`config.mk`:
```
export PLATFORM = sky130hd
export DESIGN_NAME = fifo_read_ctrl_flat
export DESIGN_NICKNAME = d
export VERILOG_FILES = /design/src/rtl/fifo_pkg.sv /design/src/rtl/fifo_read_ctrl_if.sv /design/src/rtl/sync_w2r.sv /design/src/rtl/fifo_read_ctrl.sv /design/src/flat_wrapper.sv
export SDC_FILE = /design/constraint.sdc
export NUM_CORES = 1
export LEC_CHECK = 0
export ABC_AREA = 1
export BUFFER_PORTS_ARGS = -buffer_cell sky130_fd_sc_hd__buf_2
export CORE_ASPECT_RATIO = 1.25
export CORE_UTILIZATION = 43
export CTS_BUF_LIST = sky130_fd_sc_hd__clkbuf_8 sky130_fd_sc_hd__clkbuf_16
export DETAILED_ROUTE_END_ITERATION = 6
export GPL_TIMING_DRIVEN = 0
export PLACE_DENSITY_LB_ADDON = 0.05
export SKIP_CTS_REPAIR_TIMING = 1
export SLEW_MARGIN = 10
export SYNTH_ARGS = -nofsm -noshare
export SYNTH_HDL_FRONTEND = slang
export SYNTH_HIERARCHICAL = 1
export SYNTH_SLANG_ARGS = --single-unit
```
`constraint.sdc`:
```
create_clock -name read_clk -period 1.76 [get_ports read_clk]
set_input_delay 0.088 -clock read_clk [delete_from_list [all_inputs] [get_ports read_clk]]
set_output_delay 0.088 -clock read_clk [all_outputs]
set_load 0.03 [all_outputs]
```
`src/rtl/fifo_pkg.sv`:
```
// Constants and pointer helpers shared by both sides of the async FIFO.
// bin2gray is width-agnostic: callers zero-extend to PTR_W_MAX and keep the low bits.
package fifo_pkg;

  localparam int DATA_SIZE_DEF = 8;
  localparam int ADDR_SIZE_DEF = 3;
  localparam int PTR_W_MAX     = 32;

  function automatic logic [PTR_W_MAX-1:0] bin2gray(input logic [PTR_W_MAX-1:0] bin);
    return (bin >> 1) ^ bin;
  endfunction

endpackage

```
`src/rtl/fifo_read_ctrl_if.sv`:
```
// Read-side bundle: write-pointer input, memory read port and the output handshake.
// master = read controller, slave = memory/consumer side.
interface fifo_read_ctrl_if import fifo_pkg::*; #(
  parameter int data_size    = DATA_SIZE_DEF,
  parameter int address_size = ADDR_SIZE_DEF
);

  logic [address_size:0]   write_ptr_gray;
  logic [data_size-1:0]    read_data;
  logic [address_size-1:0] read_address;
  logic [address_size:0]   read_ptr_gray;
  logic                    read_empty;
  logic [data_size-1:0]    out_data;
  logic                    out_valid;
  logic                    out_ready;

  modport master (
    input  write_ptr_gray, read_data, out_ready,
    output read_address, read_ptr_gray, read_empty, out_data, out_valid
  );

  modport slave (
    output write_ptr_gray, read_data, out_ready,
    input  read_address, read_ptr_gray, read_empty, out_data, out_valid
  );

endinterface

```
`src/rtl/sync_w2r.sv`:
```
// Two-flop synchronizer bringing the Gray write pointer into read_clk.
// Latency 2 read_clk edges; no backpressure.
module sync_w2r import fifo_pkg::*; #(
  parameter int width = ADDR_SIZE_DEF + 1
) (
  input  logic             read_clk,
  input  logic             read_reset_n,
  input  logic [width-1:0] i_wptr_gray,
  output logic [width-1:0] o_wptr_s2
);

  logic [width-1:0] r_wptr_s1;
  logic [width-1:0] r_wptr_s2;

  always_ff @(posedge read_clk or negedge read_reset_n) begin
    if (!read_reset_n) begin
      r_wptr_s1 <= '0;
      r_wptr_s2 <= '0;
    end else begin
      r_wptr_s1 <= i_wptr_gray;
      r_wptr_s2 <= r_wptr_s1;
    end
  end

  assign o_wptr_s2 = r_wptr_s2;

endmodule

```
`src/rtl/fifo_read_ctrl.sv`:
```
// Async FIFO read controller: Gray pointer, registered empty flag, one-word output register.
// Word appears one edge after pop; out_ready=0 holds the output word and stops popping.
module fifo_read_ctrl import fifo_pkg::*; #(
  parameter int data_size    = DATA_SIZE_DEF,
  parameter int address_size = ADDR_SIZE_DEF
) (
  input  logic             read_clk,
  input  logic             read_reset_n,
  fifo_read_ctrl_if.master bus
);

  logic [address_size:0]  r_read_bin;
  logic [address_size:0]  r_read_gray;
  logic [address_size:0]  w_read_bin_next;
  logic [address_size:0]  w_read_gray_next;
  logic [address_size:0]  w_wptr_s2;
  logic [PTR_W_MAX-1:0]   w_gray_full;
  logic                   r_read_empty;
  logic                   r_out_valid;
  logic [data_size-1:0]   r_out_data;
  logic                   w_pop;

  sync_w2r #(.width(address_size + 1)) u_sync_w2r (
    .read_clk     (read_clk),
    .read_reset_n (read_reset_n),
    .i_wptr_gray  (bus.write_ptr_gray),
    .o_wptr_s2    (w_wptr_s2)
  );

  // Pop refills the output register whenever it is empty or being drained this cycle.
  assign w_pop            = !r_read_empty && (!r_out_valid || bus.out_ready);
  assign w_read_bin_next  = r_read_bin + (address_size + 1)'(w_pop);
  assign w_gray_full      = bin2gray(PTR_W_MAX'(w_read_bin_next));
  assign w_read_gray_next = w_gray_full[address_size:0];

  always_ff @(posedge read_clk or negedge read_reset_n) begin
    if (!read_reset_n) begin
      r_read_bin   <= '0;
      r_read_gray  <= '0;
      r_read_empty <= 1'b1;
      r_out_data   <= '0;
      r_out_valid  <= 1'b0;
    end else begin
      r_read_bin   <= w_read_bin_next;
      r_read_gray  <= w_read_gray_next;
      // Full-width Gray compare: the extra MSB separates wrapped-full from empty.
      r_read_empty <= (w_gray_full == PTR_W_MAX'(w_wptr_s2));
      if (w_pop) begin
        r_out_data  <= bus.read_data;
        r_out_valid <= 1'b1;
      end else if (bus.out_ready) begin
        r_out_valid <= 1'b0;
      end
    end
  end

  assign bus.read_address  = r_read_bin[address_size-1:0];
  assign bus.read_ptr_gray = r_read_gray;
  assign bus.read_empty    = r_read_empty;
  assign bus.out_data      = r_out_data;
  assign bus.out_valid     = r_out_valid;

endmodule

```
`src/flat_wrapper.sv`:
```
// flat-port wrapper written by rule: the top's interface ports become plain ports
module fifo_read_ctrl_flat import fifo_pkg::*;
#(
  parameter int data_size    = DATA_SIZE_DEF,
  parameter int address_size = ADDR_SIZE_DEF
)
  (read_clk, read_reset_n, bus_write_ptr_gray, bus_read_data, bus_out_ready, bus_read_address, bus_read_ptr_gray, bus_read_empty, bus_out_data, bus_out_valid);
  fifo_read_ctrl_if #(.data_size(data_size), .address_size(address_size)) bus_i ();
  input  logic read_clk;
  input  logic read_reset_n;
  input wire logic [$bits(bus_i.write_ptr_gray)-1:0] bus_write_ptr_gray;
  input wire logic [$bits(bus_i.read_data)-1:0] bus_read_data;
  input wire logic [$bits(bus_i.out_ready)-1:0] bus_out_ready;
  output wire logic [$bits(bus_i.read_address)-1:0] bus_read_address;
  output wire logic [$bits(bus_i.read_ptr_gray)-1:0] bus_read_ptr_gray;
  output wire logic [$bits(bus_i.read_empty)-1:0] bus_read_empty;
  output wire logic [$bits(bus_i.out_data)-1:0] bus_out_data;
  output wire logic [$bits(bus_i.out_valid)-1:0] bus_out_valid;
  assign bus_i.write_ptr_gray = bus_write_ptr_gray;
  assign bus_i.read_data = bus_read_data;
  assign bus_i.out_ready = bus_out_ready;
  assign bus_read_address = bus_i.read_address;
  assign bus_read_ptr_gray = bus_i.read_ptr_gray;
  assign bus_read_empty = bus_i.read_empty;
  assign bus_out_data = bus_i.out_data;
  assign bus_out_valid = bus_i.out_valid;
  fifo_read_ctrl #(.data_size(data_size), .address_size(address_size)) u_core (.read_clk(read_clk), .read_reset_n(read_reset_n), .bus(bus_i));
endmodule
```
# Word level (Yosys, flattened, before mapping)
# Index checks and enable logic that the tools add are counted.
# W data, S select, Z words.
# word_totals
register_bits	26
rom_bits	0
mem_count	0
mem_bits_rw	0
inputBits	15
latchBits	0
# classes
div_mod_pow	0
order_cmp	0
n_shift	0
n_reduce_logical	5
n_bitwise	1
addsub	1
n_eq_ne	1
n_mul	0
muxes	2
# ops
cell	n
$eq A32 B4 Y1	1
$add A4 B1 Y4	1
$xor A3 B4 Y4	1
$logic_not A1 Y1	2
$mux W1	2
$reduce_bool A2 Y1	1
$logic_and A1 B1 Y1	1
$logic_or A1 B1 Y1	1

# Logic depth before layout (Yosys ltp)
# depth
ltp_word	6
ltp_mapped	13
ltp_nobuf	13

# Cells and area by module
# Netlist, hierarchy kept.
# by_module_without_submodules
module	area_each_um2	seq_area_each_um2	cells_each	instances
fifo_read_ctrl	775.7	426.7	91	1
sync_w2r	200.2	200.2	8	1

# Least setup slack after synthesis
# OpenSTA, ideal clock, no wires.
# synth_timing
kind	register to register
startpoint	register u_core.r_out_valid (netlist: u_core/bus.out_valid)
endpoint	register u_core.r_read_empty (netlist: u_core/bus.read_empty)
path_stages_with_launch	10
setup_slack_ps	-235
setup_time_ps	67
t_arrival_ps	1928
required_ps	1693
path_cell_list	dfrtp_1 > a21oi_4 > ha_1 > ha_1 > or2_2 > nand2_1 > nand2_1 > nand2_1 > nand4_1 > nor2_1
# synth_between
elab_chain_cells	6
# synth_lines
item	line	rtl
from (decl)	fifo_read_ctrl.sv:19	logic r_out_valid;
from (signal assigned)	fifo_read_ctrl.sv:42	r_out_valid <= 1'b0;
from (signal assigned)	fifo_read_ctrl.sv:50	r_out_valid <= 1'b1;
from (signal assigned)	fifo_read_ctrl.sv:52	r_out_valid <= 1'b0;
$logic_not A1 Y1	fifo_read_ctrl.sv:31	assign w_pop = !r_read_empty && (!r_out_valid || bus.out_ready);
$logic_or A1 B1 Y1	fifo_read_ctrl.sv:31	
$logic_and A1 B1 Y1	fifo_read_ctrl.sv:31	
via u_core.w_pop	fifo_read_ctrl.sv:21	logic w_pop;
$add A4 B1 Y4	fifo_read_ctrl.sv:32	assign w_read_bin_next = r_read_bin + (address_size + 1)'(w_pop);
via u_core.w_read_bin_next[1]	fifo_read_ctrl.sv:14	logic [address_size:0] w_read_bin_next;
$xor A3 B4 Y4	fifo_pkg.sv:10	return (bin >> 1) ^ bin;
$eq A32 B4 Y1	fifo_read_ctrl.sv:47	r_read_empty <= (w_gray_full == PTR_W_MAX'(w_wptr_s2));
to (signal assigned)	fifo_read_ctrl.sv:47	
to (decl)	fifo_read_ctrl.sv:18	logic r_read_empty;
# The timed path passes the listed nets, and every way through them passes these cells.
# A chain may end at the register's enable or synchronous reset.

# Worst setup path in the final report
# layout_timing
startpoint	register u_core.r_read_empty (netlist: u_core/bus.read_empty)
endpoint	register u_core.r_read_empty (netlist: u_core/bus.read_empty)
# layout_between
elab_chain_cells	5
# layout_lines
item	line
$logic_not A1 Y1	fifo_read_ctrl.sv:31
$logic_and A1 B1 Y1	fifo_read_ctrl.sv:31
via u_core.w_pop	fifo_read_ctrl.sv:21
$add A4 B1 Y4	fifo_read_ctrl.sv:32
via u_core.w_read_bin_next[1]	fifo_read_ctrl.sv:14
$xor A3 B4 Y4	fifo_pkg.sv:10
$eq A32 B4 Y1	fifo_read_ctrl.sv:47
# The timed path passes the listed nets, and every way through them passes these cells.

==> impl_results.md <==
- Die area: 0.002465 sq mm
- P&R area growth vs syn: 35.38%
- Multi-input gate area: 341.6 sq um
- Antenna Cells: 0
- CTS H-tree depth: 1
- Syn Area/Cell: 9.858 sq um
- Final Hold Fails: 0
- Status: finished, final reports clean
- Clk root buf: clkbuf_8
- Net count, final: 159
- Worst Slack Setup Final: 0.02917 ns
- Routed Antenna Nets: 0
- Crit Reg-Reg Startpoint: u_core/bus.read_empty
- Pwr Density: 1957 mW/mm^2
- # DRC: 0
- Syn Inst Count: 99
- Hold Slack: 0.01907 ns
- Critical Path RT: 1.96 ns
- Register Area: 628.1 sq um
- Fmax: 0.5778 GHz
- Clock Skews: 0.003786 ns
- Mapped Area: 975.9 sq um
- DP Worst Slack: -0.09558 ns
- Layout fillers: 182
- Placed cells: 160
- CP Max Fanout: 5
- Largest net degree at the start of global routing: 26
- DP Area: 0.001200 sq mm
- Core area: 0.002049 sq mm
- Worst-skew pair later-pin latency: 0.26 ns
- Crit path launch: u_core/bus.read_empty
- Worst Setup End Kind: flip-flop
- Worst Path Arrival: 1.93 ns
- Routed vias/inst: 4.427
- CP cell instances: a21oi_4 > ha_4 > ha_4 > or2_4 > nand2_4 > nand2_2 > nand2_1 > nand4_1 > nor2_1
- Top cell by count, worst path: ha_4
- Crit Path Class: reg2reg
- Fraction of layout cells with a size suffix above 1: 36.88%
- # rows: 18
- CP startpoint kind: flip-flop
- Port Buffers: 31
- Fin. max-slew vios: 0
- Clock buffer depth: 2
- Minimum clock period: 1.731 ns
- Synth Net Count: 116
- Yosys warnings: 6
- Wire length of the first global-routing pass: 2718 microns
- PnR Total Power: 2.586 mW
- Initial Utilization: 47.62%
- Max VDD drop: 1.154 mV
- Total grt overflow: 0
- DRT Pass-1 Iters: 4
- Layout Cells excl Fill: 171
- Seq cells post-synth: 25
- Hold Startpoint: bus_read_data[0]
- Most frequent cells in the layout: nand2_1 (37), buf_2 (31), dfrtp_1 (23)
- DRT iter0 DRCs: 9
- CTS buffer count: 3
- GRT Overall Usage: 14.49%
- Worst-path clk slew: 0.09 ns
- Die Wd: 44.61 microns
- CTS Sinks: 25
- Io pins: 32
- Vias: 757
- DIE HEIGHT: 55.27 microns
- Commonest non-fill, non-tap cell in the layout: nand2_1
- Register area share after synthesis: 64.23%
- GP Congestion: 0.7573
- Slew @ Worst Pin: 0.5429 ns
- Vias in the first global route: 664
- Routed wire per std cell: 9.725 microns
- Setup-failing EPs final: 0
- RSZ-0062 raised after global routing: true
- Leak: 0.7101 nW
- Slew margin rel.: 63.81%
- Max Cap Viol: 0
- Hold Crit Class: in2reg
- Fin crit share: 98.34%
- Largest stage delay on the critical path: 0.57 ns
- Total wire length: 1663 microns
- Initial antenna violation count: 0
- CTS tree: built
- Yosys cell types: 12
- Cell area after layout: 0.001321 sq mm
- Slowest-stage cell, CP: dfstp_2
- Placed wire-length estimate: 1171 microns
final cells by class:
class                           instances  area share, %
Sequential cell                        25          47.54
Multi-Input combinational cell         62          25.85
Timing Repair Buffer                   38          16.67
Inverter                               12          3.409
Clock buffer                            3          3.125
Tap cell                               30          2.841
Clock inverter                          1         0.5682
critical path: cells and delay by family, from the launching register on:
| family | cells | cell delay, ns |
|---|---|---|
| AND/OR/NAND/NOR | 6 | 0.63 |
| adder cells (fa/ha/maj) | 2 | 0.41 |
| flip-flops | 1 | 0.57 |
| AO/OA/AOI/OAI | 1 | 0.05 |
per-layer routing:
| layer | up-vias | GRT usage (%) | routed length, microns |
|---|---|---|---|
| li1 | 389 | - | - |
| met1 | 340 | 16.38 | 713 |
| met2 | 24 | 25.84 | 827 |
| met3 | 4 | 3.595 | 83 |
| met4 | 0 | 4.329 | 38 |
| met5 | - | 0 | 0 |
cells in the mapped netlist:
cell type / number / area share, %
ha_1: 2 / 2.6
nand3_1: 8 / 4.1
nand4_1: 3 / 1.9
nand2_2: 6 / 3.8
nor2_1: 1 / 0.38
or2_2: 1 / 0.64
nand3_2: 1 / 1.0
a21oi_4: 1 / 1.7
nand2_1: 39 / 15
dfrtp_1: 24 / 62
inv_1: 12 / 4.6
dfstp_2: 1 / 2.7
worst paths after layout:
path	to	slack, ns	cells after the start
setup / recovery	u_core/bus.read_empty	0.03	9
hold / removal	u_core/bus.out_data[0]	0.02	3
setup reg to reg	u_core/bus.read_empty	0.03	9
hold reg to reg	u_core/u_sync_w2r/o_wptr_s2[3]	0.35	0
max in group asynchronous	u_core/bus.out_valid	1.04	2
min in group asynchronous	u_core/r_read_bin[3]	0.33	2
per-stage QoR:
stage | utilization [%] | TNS, ns
after global placement | 58.55 | -0.1024
after floorplan | - | -0.02129
after CTS | 60.93 | -0.1420
final | 64.47 | 0
after global routing | 64.47 | -0.07245
after detailed placement | 58.55 | -0.09558
cells by family (layout without fill, tap and decap cells):
logic type | after synthesis | in the layout | synth area share [%]
AND/OR/NAND/NOR | 59 | 59 | 26.92
AO/OA/AOI/OAI | 1 | 1 | 1.667
buffers and inverters | 12 | 54 | 4.615
flip-flops | 25 | 25 | 64.23
adder cells (fa/ha/maj) | 2 | 2 | 2.564
sequential cells by signal (all words and copies together), names as in the netlist:
signal	cells
u_core/u_sync_w2r/r_wptr_s1	4
u_core/r_read_bin	4
u_core/bus.out_data	8
u_core/u_sync_w2r/o_wptr_s2	4
u_core/bus.read_ptr_gray	3
u_core/bus.read_empty	1
u_core/bus.out_valid	1
where the power goes:
part / switching (mW) / leakage, nW / internal (mW)
Sequential: 0.137 / 0.293 / 0.774
Combinational: 0.864 / 0.396 / 0.472
Clock: 0.178 / 0.0217 / 0.160
No activity file was read; power rests on OpenSTA's default activity.
